File: config.mk
export PLATFORM = sky130hd
export DESIGN_NAME = ram_port_arbiter
export DESIGN_NICKNAME = d
export VERILOG_FILES = /design/src/rtl/ram_arb_pkg.sv /design/src/rtl/ram_arb_pick.sv /design/src/rtl/ram_port_arbiter.sv
export SDC_FILE = /design/constraint.sdc
export NUM_CORES = 1
export LEC_CHECK = 0
export ABC_AREA = 0
export ABC_CLOCK_PERIOD_IN_PS = 2790
export CORE_MARGIN = 1.5
export CORE_UTILIZATION = 33
export DETAILED_ROUTE_END_ITERATION = 6
export PLACE_DENSITY_LB_ADDON = 0.12
export SLEW_MARGIN = 20
export SYNTH_ARGS = -nofsm -noshare
export SYNTH_HDL_FRONTEND = slang
export SYNTH_SLANG_ARGS = --single-unit
File: constraint.sdc
create_clock -name clock -period 2.79 [get_ports clock]
set_input_delay 0.558 -clock clock [delete_from_list [all_inputs] [get_ports clock]]
set_output_delay 0.558 -clock clock [all_outputs]
set_load 0.01 [all_outputs]
File: src/rtl/ram_arb_pkg.sv
// ----------------------------------------------------------------------------
// ram_arb_pkg
// Shared definitions for the RAM port arbiter:
//   - arb_state_e : access sequencer states (IDLE/ACCESS/RDWAIT/RESP)
//   - REQ_CPU / REQ_VID : requester IDs, as stored in the grant register
//   - RW_WRITE / RW_READ : rw pin encoding used by both requesters and the RAM
//   - WAIT_W / LAT_W : widths of the starvation and read-latency counters
// ----------------------------------------------------------------------------
package ram_arb_pkg;

    typedef enum logic [1:0] {
        IDLE   = 2'd0,
        ACCESS = 2'd1,
        RDWAIT = 2'd2,
        RESP   = 2'd3
    } arb_state_e;

    localparam logic REQ_CPU  = 1'b1;
    localparam logic REQ_VID  = 1'b0;

    localparam logic RW_WRITE = 1'b1;
    localparam logic RW_READ  = 1'b0;

    // Starvation counter covers MAX_WAIT up to 15.
    localparam int WAIT_W = 4;
    // Read-latency down-counter holds RD_LAT-1 for RD_LAT up to 4.
    localparam int LAT_W  = 2;

endpackage

File: src/rtl/ram_arb_pick.sv
// ----------------------------------------------------------------------------
// ram_arb_pick
// Combinational winner selection between CPU and video requesters, plus the
// next value of the CPU starvation counter.
// Ports:
//   idle_i       : sequencer is in IDLE (the only state in which requests count)
//   cpu_req_i    : CPU request pending
//   vid_req_i    : video request pending
//   wait_cnt_i   : consecutive video grants while the CPU was also waiting
//   any_req_o    : at least one request is pending
//   winner_o     : REQ_CPU or REQ_VID
//   wait_cnt_d_o : next value of the starvation counter
// ----------------------------------------------------------------------------
module ram_arb_pick
    import ram_arb_pkg::*;
#(
    parameter int MAX_WAIT = 4
) (
    input  logic              idle_i,
    input  logic              cpu_req_i,
    input  logic              vid_req_i,
    input  logic [WAIT_W-1:0] wait_cnt_i,
    output logic              any_req_o,
    output logic              winner_o,
    output logic [WAIT_W-1:0] wait_cnt_d_o
);

    logic cpu_forced;

    // Once video has won MAX_WAIT times in a row against a waiting CPU,
    // the CPU takes the next grant.
    assign cpu_forced = (wait_cnt_i >= WAIT_W'(MAX_WAIT));
    assign any_req_o  = cpu_req_i | vid_req_i;

    always_comb begin
        winner_o = REQ_VID;
        if (cpu_req_i && vid_req_i) begin
            winner_o = cpu_forced ? REQ_CPU : REQ_VID;
        end else if (cpu_req_i) begin
            winner_o = REQ_CPU;
        end
    end

    // The counter only moves in IDLE. It increments only when video beats a
    // waiting CPU, which cannot happen once it has reached MAX_WAIT, so it
    // saturates without wrapping.
    always_comb begin
        wait_cnt_d_o = wait_cnt_i;
        if (idle_i) begin
            if (!cpu_req_i || (winner_o == REQ_CPU)) begin
                wait_cnt_d_o = '0;
            end else if (vid_req_i && !cpu_forced) begin
                wait_cnt_d_o = wait_cnt_i + WAIT_W'(1);
            end
        end
    end

endmodule

File: src/rtl/ram_port_arbiter.sv
// ----------------------------------------------------------------------------
// ram_port_arbiter
// Shares a single-port RAM between the CPU (port A) and the video text-buffer
// engine (port B). Each access runs IDLE -> ACCESS -> [RDWAIT] -> RESP.
// Video has fixed priority; a CPU that has lost MAX_WAIT grants in a row is
// forced through on the next arbitration.
// Ports:
//   clock, reset               : RAM-domain clock, synchronous active-high reset
//   cpu_req/rw/addr/wdata      : CPU request, held until cpu_ack
//   cpu_ack, cpu_rdata         : CPU completion pulse and read data
//   vid_req/rw/addr/wdata      : video request, same handshake as the CPU
//   vid_ack, vid_rdata         : video completion pulse and read data
//   ram_address, ram_data_in   : registered RAM address / write data
//   ram_rw                     : RAM write strobe, high for the one ACCESS cycle
//   ram_data_out               : RAM read data
//   busy                       : sequencer is not in IDLE
//   grant_cpu                  : current or most recent grant went to the CPU
// ----------------------------------------------------------------------------
module ram_port_arbiter
    import ram_arb_pkg::*;
#(
    parameter int ADDR_W   = 16,
    parameter int DATA_W   = 16,
    parameter int RD_LAT   = 1,
    parameter int MAX_WAIT = 4
) (
    input  logic              clock,
    input  logic              reset,
    input  logic              cpu_req,
    input  logic              cpu_rw,
    input  logic [ADDR_W-1:0] cpu_addr,
    input  logic [DATA_W-1:0] cpu_wdata,
    output logic              cpu_ack,
    output logic [DATA_W-1:0] cpu_rdata,
    input  logic              vid_req,
    input  logic              vid_rw,
    input  logic [ADDR_W-1:0] vid_addr,
    input  logic [DATA_W-1:0] vid_wdata,
    output logic              vid_ack,
    output logic [DATA_W-1:0] vid_rdata,
    output logic [ADDR_W-1:0] ram_address,
    output logic [DATA_W-1:0] ram_data_in,
    output logic              ram_rw,
    input  logic [DATA_W-1:0] ram_data_out,
    output logic              busy,
    output logic              grant_cpu
);

    arb_state_e        state_q, state_d;
    logic [WAIT_W-1:0] wait_cnt_q, wait_cnt_d;
    logic [LAT_W-1:0]  lat_q, lat_d;
    logic              grant_q;
    logic              rw_q;
    logic              ram_rw_q;
    logic [ADDR_W-1:0] ram_addr_q;
    logic [DATA_W-1:0] ram_wdata_q;
    logic [DATA_W-1:0] cpu_rdata_q;
    logic [DATA_W-1:0] vid_rdata_q;

    logic              any_req;
    logic              winner;
    logic              load;
    logic              capture;
    logic              sel_rw;
    logic [ADDR_W-1:0] sel_addr;
    logic [DATA_W-1:0] sel_wdata;

    ram_arb_pick #(
        .MAX_WAIT (MAX_WAIT)
    ) u_pick (
        .idle_i       (state_q == IDLE),
        .cpu_req_i    (cpu_req),
        .vid_req_i    (vid_req),
        .wait_cnt_i   (wait_cnt_q),
        .any_req_o    (any_req),
        .winner_o     (winner),
        .wait_cnt_d_o (wait_cnt_d)
    );

    assign sel_rw    = (winner == REQ_CPU) ? cpu_rw    : vid_rw;
    assign sel_addr  = (winner == REQ_CPU) ? cpu_addr  : vid_addr;
    assign sel_wdata = (winner == REQ_CPU) ? cpu_wdata : vid_wdata;

    always_comb begin
        state_d = state_q;
        lat_d   = lat_q;
        load    = 1'b0;
        capture = 1'b0;
        case (state_q)
            IDLE: begin
                if (any_req) begin
                    load    = 1'b1;
                    state_d = ACCESS;
                end
            end
            ACCESS: begin
                if (rw_q == RW_WRITE) begin
                    state_d = RESP;
                end else begin
                    lat_d   = LAT_W'(RD_LAT - 1);
                    state_d = RDWAIT;
                end
            end
            RDWAIT: begin
                if (lat_q == '0) begin
                    capture = 1'b1;
                    state_d = RESP;
                end else begin
                    lat_d = lat_q - LAT_W'(1);
                end
            end
            RESP: begin
                state_d = IDLE;
            end
            default: begin
                state_d = IDLE;
            end
        endcase
    end

    // Reset clears data registers too so every output reads 0 after reset.
    always_ff @(posedge clock) begin
        if (reset) begin
            state_q     <= IDLE;
            wait_cnt_q  <= '0;
            lat_q       <= '0;
            grant_q     <= 1'b0;
            rw_q        <= RW_READ;
            ram_rw_q    <= 1'b0;
            ram_addr_q  <= '0;
            ram_wdata_q <= '0;
            cpu_rdata_q <= '0;
            vid_rdata_q <= '0;
        end else begin
            state_q    <= state_d;
            wait_cnt_q <= wait_cnt_d;
            lat_q      <= lat_d;
            // The strobe is raised only on the IDLE->ACCESS edge, so it is
            // high for exactly the ACCESS cycle.
            ram_rw_q   <= load && (sel_rw == RW_WRITE);
            if (load) begin
                grant_q     <= winner;
                rw_q        <= sel_rw;
                ram_addr_q  <= sel_addr;
                ram_wdata_q <= sel_wdata;
            end
            if (capture) begin
                if (grant_q == REQ_CPU) begin
                    cpu_rdata_q <= ram_data_out;
                end else begin
                    vid_rdata_q <= ram_data_out;
                end
            end
        end
    end

    assign cpu_ack     = (state_q == RESP) && (grant_q == REQ_CPU);
    assign vid_ack     = (state_q == RESP) && (grant_q == REQ_VID);
    assign cpu_rdata   = cpu_rdata_q;
    assign vid_rdata   = vid_rdata_q;
    assign ram_address = ram_addr_q;
    assign ram_data_in = ram_wdata_q;
    assign ram_rw      = ram_rw_q;
    assign busy        = (state_q != IDLE);
    assign grant_cpu   = grant_q;

endmodule

==> results.json, run 1 <==
{
  "status": "completed",
  "reg2reg_from": "state_q[0]$_SDFFE_PP0P_",
  "reg2reg_depth": 6,
  "ys_ff_latch": 75,
  "place.gp.congestion": 0.751,
  "path_delay_family": "buffers and inverters",
  "finalInstanceArea_sq_mm": 0.00525,
  "die_y_microns": 105,
  "p_leak_nw": 1.78,
  "ys_types": 38,
  "n_antenna_cell": 0,
  "required_ns": 2.23,
  "max_cap_viol_count": 0,
  "clk_pin_slew_ns": 0.10,
  "path_common_cell": "inv_1",
  "seq_power_share_pct": 35.9,
  "syn_nets": 492,
  "synth_seq_area_share_pct": 43.7,
  "cp_max_fo": 6,
  "fin_crit_sh_pct": 83.7,
  "avgSynthCellArea_sq_um": 8.63,
  "critPathKind": "reg -> out",
  "place_area_sq_mm": 0.00505,
  "drv_slew": 0,
  "skew_ns": 0.0121,
  "cp-start-kind": "flop",
  "critPathArrivalTime_ns": 1.78,
  "grt_pass1_vias": 3368,
  "ant_nets": 0,
  "postCtsSetupRepairBufs": 0,
  "grt_max_degree": 76,
  "initial_utilization_pct": 33.6,
  "worstHoldStart": "vid_rdata[14]$_SDFFE_PP0P_",
  "grt_overflow": 0,
  "fin_nets": 629,
  "grt_util_all_layers_pct": 18.6,
  "critPathMaxStageDelay_ns": 0.54,
  "synth_ff_type": "dfxtp_1",
  "drc_errors": 0,
  "internal_power_mw": 2.62,
  "cp_cell_sequence": "inv_1, ha_1, inv_1, clkdlybuf4s50_1",
  "cts_sinks": 75,
  "num_rows": 37,
  "crit_start": "state_q[1]$_SDFFE_PP0P_",
  "tns_ns": 0,
  "h-tree-depth": 3,
  "synthCells": 398,
  "fillCellCount": 998,
  "slew_headroom_pct": 56.0,
  "worstPathBufferInverterCount": 3,
  "synth-edff-count": 0,
  "async_flop_share_pct": 0,
  "fp.dieW_microns": 105,
  "crit_path_end_kind": "output pin",
  "drive_gt1_share_pct": 10.0,
  "hold_depth": 2,
  "cts_buffer_depth": 2,
  "first_pass_iters": 4,
  "synthToLayoutAreaGrowth_pct": 52.7,
  "p_switching_mw": 1.54,
  "crit_slowest_cell": "clkdlybuf4s50_1",
  "whs_endpoint": "vid_rdata[14]$_SDFFE_PP0P_",
  "top_level_ports": 155,
  "vdd_drop_max_mv": 0.339,
  "fp.dieArea_sq_mm": 0.0110,
  "port_buffers": 154,
  "min_period_ns": 2.33,
  "antenna_found_initial": 0,
  "finalHoldViolCount": 0,
  "cts_hold_buf": 0,
  "swShare_pct": 37.0,
  "cts_buffers": 9,
  "cts_root_buf": "clkbuf_8",
  "worstMarginPinSlew_ns": 0.657,
  "grt_pass1_wl_microns": 16400,
  "tritoncts": "yes",
  "clock_latency_ns": 0.36,
  "rsz0062_at_grt": "false",
  "pwr-share-comb_pct": 44.6,
  "syn_area_sq_mm": 0.00344,
  "r2r_end": "ram_address[13]$_SDFFE_PP0P_",
  "via_per_inst": 4.96,
  "holdWs_ns": 0.460,
  "setup_viol": 0,
  "power_density_mw_per_mm2": 794,
  "power_frac_clock_pct": 19.5,
  "coreArea_sq_mm": 0.0102,
  "wl_per_cell_microns": 14.7,
  "yosys_warnings": 0,
  "drt_iter0_drc": 135,
  "dp_hpwl_microns": 6860,
  "r2r_setup_slack_ns": 1.02,
  "ctsResizeCount": 0,
  "num_vias": 3356,
  "routed_wirelength_microns": 9950,
  "max_freq_mhz": 428,
  "hold_class": "reg -> reg"
}
[tightest hold or removal path, stage by stage, from the launching register on]
cell     delay [ns]
dfxtp_1        0.32
nand2_1        0.05
a21oi_1        0.05
[cell families (layout without fill, tap and decap cells)]
group	count (synthesis)	in the layout	share of synthesized area (%)
DFF	75	75	43.7
adders and majority gates	8	8	2.91
AOI/OAI and AO/OA	114	114	25.9
buffers and inverters	43	185	6.63
and+or+nand+nor	158	158	20.9
[cell type report]
| cell class | instances | area (sq um) | share of cell area (%) |
|---|---|---|---|
| multi-input cells | 280 | 1710 | 32.6 |
| repair buffers | 162 | 1650 | 31.4 |
| flip-flops and latches | 75 | 1500 | 28.6 |
| well taps | 136 | 170 | 3.24 |
| clock buffers | 9 | 124 | 2.36 |
| clock inverters | 7 | 70.1 | 1.34 |
| inverters | 7 | 26.3 | 0.501 |
[state kept, by name, summed over array words and instances, names as in the netlist]
signal,count
ram_data_in,16
rw_q,1
wait_cnt_q,4
lat_q,2
ram_address,16
cpu_rdata,16
ram_rw,1
vid_rdata,16
state_q,2
grant_cpu,1
[worst max-delay path by stage]
stage / to / slack [ns] / cells past startpoint
final: busy / 0.46 / 4
after global routing: busy / 0.37 / 4
after CTS: busy / 0.44 / 4
after detailed placement: grant_cpu$_SDFFE_PP0P_ / 0.52 / 5
after global placement: grant_cpu$_SDFFE_PP0P_ / 0.54 / 5
after floorplan: ram_address[0]$_SDFFE_PP0P_ / 1.27 / 7
[Yosys cell counts (3+ instances only)]
cell type | count | area [sq um]
and2_1 | 3 | 18.8
ha_1 | 8 | 100
clkbuf_1 | 16 | 60.1
a311oi_1 | 7 | 61.3
a21oi_1 | 37 | 185
dfxtp_1 | 75 | 1500
o21ai_0 | 8 | 40.0
nand2b_1 | 4 | 25.0
o21ai_1 | 26 | 130
nor3b_1 | 3 | 22.5
nor2b_1 | 3 | 18.8
buf_6 | 5 | 56.3
nor2_1 | 36 | 135
nand2_1 | 65 | 244
buf_2 | 10 | 50.1
a311oi_2 | 26 | 390
inv_1 | 7 | 26.3
nand3_1 | 34 | 170
[power groups by stage]
stage / logic [mW] / registers [mW] / clock network [mW]
after floorplan: 0.943 / 1.61 / 0
after global placement: 1.85 / 1.51 / 0
after detailed placement: 1.87 / 1.52 / 0
after CTS: 1.88 / 1.50 / 0.836
after global routing: 2.05 / 1.54 / 0.881
final: 1.86 / 1.49 / 0.813
[placed cells by master (no fill, tap or decap), drive strengths merged, types with 2 or more instances in the layout]
cell type        n
ha               8
o31ai            2
and2             3
a21oi           37
inv             10
a311oi          33
nand2b           4
clkbuf           9
nor2b            3
o2111ai          2
nand4            2
o21ai           34
o21a             2
clkdlybuf4s50  153
buf              9
dfxtp           75
nand2           65
nor2            36
clkinv           3
nor3b            4
nand3           34
[layer usage]
metal  global-route usage, %  up-vias  routed length [microns]
met1                    22.8     1556                     4420
met3                    5.24       15                      647
met2                    30.6      103                     4690
met5                       0        -                        0
met4                    7.63        0                      186
li1                        -     1682                        -
[stage by stage]
stage | utilization, % | total power [mW] | worst slack (ns) | instances
after floorplan | - | 2.56 | 1.27 | 398
after global placement | 49.4 | 3.36 | 0.536 | 660
after detailed placement | 49.4 | 3.39 | 0.519 | 660
after CTS | 51.3 | 4.21 | 0.445 | 676
after global routing | 51.3 | 4.47 | 0.367 | 676
final | 51.3 | 4.16 | 0.456 | 676
Power figures use the tool's default switching activity.
==> run 2, diff against run 1 <==
--- a/config.mk
+++ b/config.mk
@@ -6,7 +6,7 @@
 export NUM_CORES = 1
 export LEC_CHECK = 0
 export ABC_AREA = 0
-export ABC_CLOCK_PERIOD_IN_PS = 2790
+export ABC_CLOCK_PERIOD_IN_PS = 2300
 export CORE_MARGIN = 1.5
 export CORE_UTILIZATION = 33
 export DETAILED_ROUTE_END_ITERATION = 6
==> constraint.sdc (replaced) <==
create_clock -name clock -period 2.3 [get_ports clock]
set_input_delay 0.46 -clock clock [delete_from_list [all_inputs] [get_ports clock]]
set_output_delay 0.46 -clock clock [all_outputs]
set_load 0.01 [all_outputs]
==> run 2 against run 1 <==
Clock skew grew 0.00057 ns; die area is the same; power grew 22%; non-clock buffer count grew 8; clock-buffer cell count is the same; sequential share of layout area shrank 0.22 points; critical path type unchanged; first-iteration DRC count shrank 51%.
==> results.json, run 2 (synthesized netlist as in run 1, its figures left out) <==
{
  "finalHoldViolCount": 0,
  "worstMarginPinSlew_ns": 0.603,
  "fin_crit_sh_pct": 94.7,
  "fp.dieW_microns": 105,
  "h-tree-depth": 3,
  "max_cap_viol_count": 0,
  "fin_nets": 637,
  "required_ns": 1.84,
  "power_frac_clock_pct": 19.5,
  "grt_overflow": 0,
  "final_cell_mix": "153 x clkdlybuf4s50_1, 73 x dfxtp_1, 65 x nand2_1",
  "coreArea_sq_mm": 0.0102,
  "top_level_ports": 155,
  "tns_ns": 0,
  "clock_latency_ns": 0.36,
  "min_period_ns": 2.18,
  "p_leak_nw": 1.81,
  "slew_headroom_pct": 59.8,
  "cp-start-kind": "flop",
  "path_delay_family": "buffers and inverters",
  "fillCellCount": 970,
  "critPathArrivalTime_ns": 1.72,
  "place.gp.congestion": 0.760,
  "cts_root_buf": "clkbuf_8",
  "critPathKind": "reg -> out",
  "cp_max_fo": 5,
  "drt_iter0_drc": 66,
  "die_y_microns": 105,
  "clk_pin_slew_ns": 0.09,
  "grt_max_degree": 49,
  "antenna_found_initial": 0,
  "initial_utilization_pct": 33.6,
  "grt_pass1_wl_microns": 16000,
  "cts_sinks": 75,
  "p_switching_mw": 1.88,
  "cp_cell_sequence": "inv_1, ha_1, inv_1, clkdlybuf4s50_1",
  "num_vias": 3403,
  "setup_viol": 0,
  "fin_total_pwr_mw": 5.10,
  "routed_wirelength_microns": 9920,
  "synthToLayoutAreaGrowth_pct": 54.2,
  "grt_pass1_vias": 3381,
  "dp_hpwl_microns": 7170,
  "hold_class": "reg -> reg",
  "pwr-share-comb_pct": 44.8,
  "path_common_cell": "inv_1",
  "swShare_pct": 37.0,
  "first_pass_iters": 4,
  "n_antenna_cell": 0,
  "cts_hold_buf": 0,
  "status": "completed",
  "drc_errors": 0,
  "seq_power_share_pct": 35.7,
  "fp.dieArea_sq_mm": 0.0110,
  "via_per_inst": 4.98,
  "cts_buffers": 9,
  "port_buffers": 154,
  "vdd_drop_max_mv": 0.462,
  "crit_path_end_kind": "output pin",
  "num_rows": 37,
  "max_freq_mhz": 459,
  "critPathMaxStageDelay_ns": 0.53,
  "ant_nets": 0,
  "drive_gt1_share_pct": 11.7,
  "grt_util_all_layers_pct": 18.2,
  "internal_power_mw": 3.21,
  "final_common_cell": "clkdlybuf4s50_1",
  "skew_ns": 0.0127,
  "rsz0062_at_grt": "false",
  "cts_buffer_depth": 2,
  "worstPathBufferInverterCount": 3,
  "power_density_mw_per_mm2": 963,
  "wl_per_cell_microns": 14.5,
  "drv_slew": 0,
  "tritoncts": "yes",
  "crit_slowest_cell": "clkdlybuf4s50_1"
}
## run 2: cell count changes in the layout (fill, tap and decap cells not counted)
| cell | before | now |
|---|---|---|
| buf_12 | 4 | 3 |
| dfxtp_1 | 75 | 73 |
| buf_4 | 4 | 13 |
| dfxtp_2 | 0 | 2 |
## run 2: routing by layer
metal	track usage, %	share of wire [%]	vias to the layer above
met2	30.8	48	110
met3	5.80	7.4	17
met5	0	0	-
met4	8.12	2.1	0
met1	20.9	42	1575
li1	-	-	1701
## run 2: what timing repair did
| item | CTS | global route |
|---|---|---|
| gates resized for setup | 0 | 2 |
| setup buffers | 0 | 0 |
| endpoints found under the setup margin | 0 | 1 |
| endpoints found under the hold margin | 0 | 0 |
## run 2: path summary, 6_finish.rpt
| kind | from | end | slack (ns) | depth (start not counted) |
|---|---|---|---|---|
| min reg2reg | vid_rdata[5]$_SDFFE_PP0P_ | vid_rdata[5]$_SDFFE_PP0P_ | 0.46 | 2 |
| max reg2reg | state_q[0]$_SDFFE_PP0P_ | state_q[1]$_SDFFE_PP0P_ | 0.61 | 5 |
| min | vid_rdata[5]$_SDFFE_PP0P_ | vid_rdata[5]$_SDFFE_PP0P_ | 0.46 | 2 |
| max | state_q[0]$_SDFFE_PP0P_ | busy | 0.12 | 4 |
## run 2: area by class of cell
cell class | count | area, sq um | area share (%)
Clock buffer | 9 | 124 | 2.34
Clock inverter | 7 | 70.1 | 1.32
Inverter | 7 | 26.3 | 0.496
Multi-Input combinational cell | 280 | 1710 | 32.2
Sequential cell | 75 | 1500 | 28.4
Tap cell | 136 | 170 | 3.21
Timing Repair Buffer | 170 | 1690 | 32.0
## run 2: worst register-to-register path: stages (launching register included)
cell and delay, ns:
dfxtp_2 0.35, inv_1 0.14, ha_1 0.29, nor3b_1 0.49, nor3b_1 0.11, o21ba_2 0.22
## run 2: stage by stage
step / hold slack (ns) / instance area [sq um] / std cells / utilization, % / setup slack, ns
CTS: 0.459 / 5290 / 684 / 51.7 / 0.0189
floorplan: 0.444 / 3440 / 398 / - / 0.782
global route: 0.480 / 5300 / 684 / 51.8 / 0.0203
detailed placement: 0.447 / 5100 / 668 / 49.8 / 0.264
global placement: 0.443 / 5100 / 668 / 49.8 / 0.289
finish: 0.455 / 5300 / 684 / 51.8 / 0.121
## run 2: power by group through the flow
stage                     registers, mW  logic (mW)  clock network (mW)
after floorplan                    1.96        1.14                   0
after global placement             1.83        2.27                   0
after detailed placement           1.84        2.30                   0
after CTS                          1.82        2.31                1.02
after global routing               1.87        2.50                1.08
final                              1.82        2.28               0.996
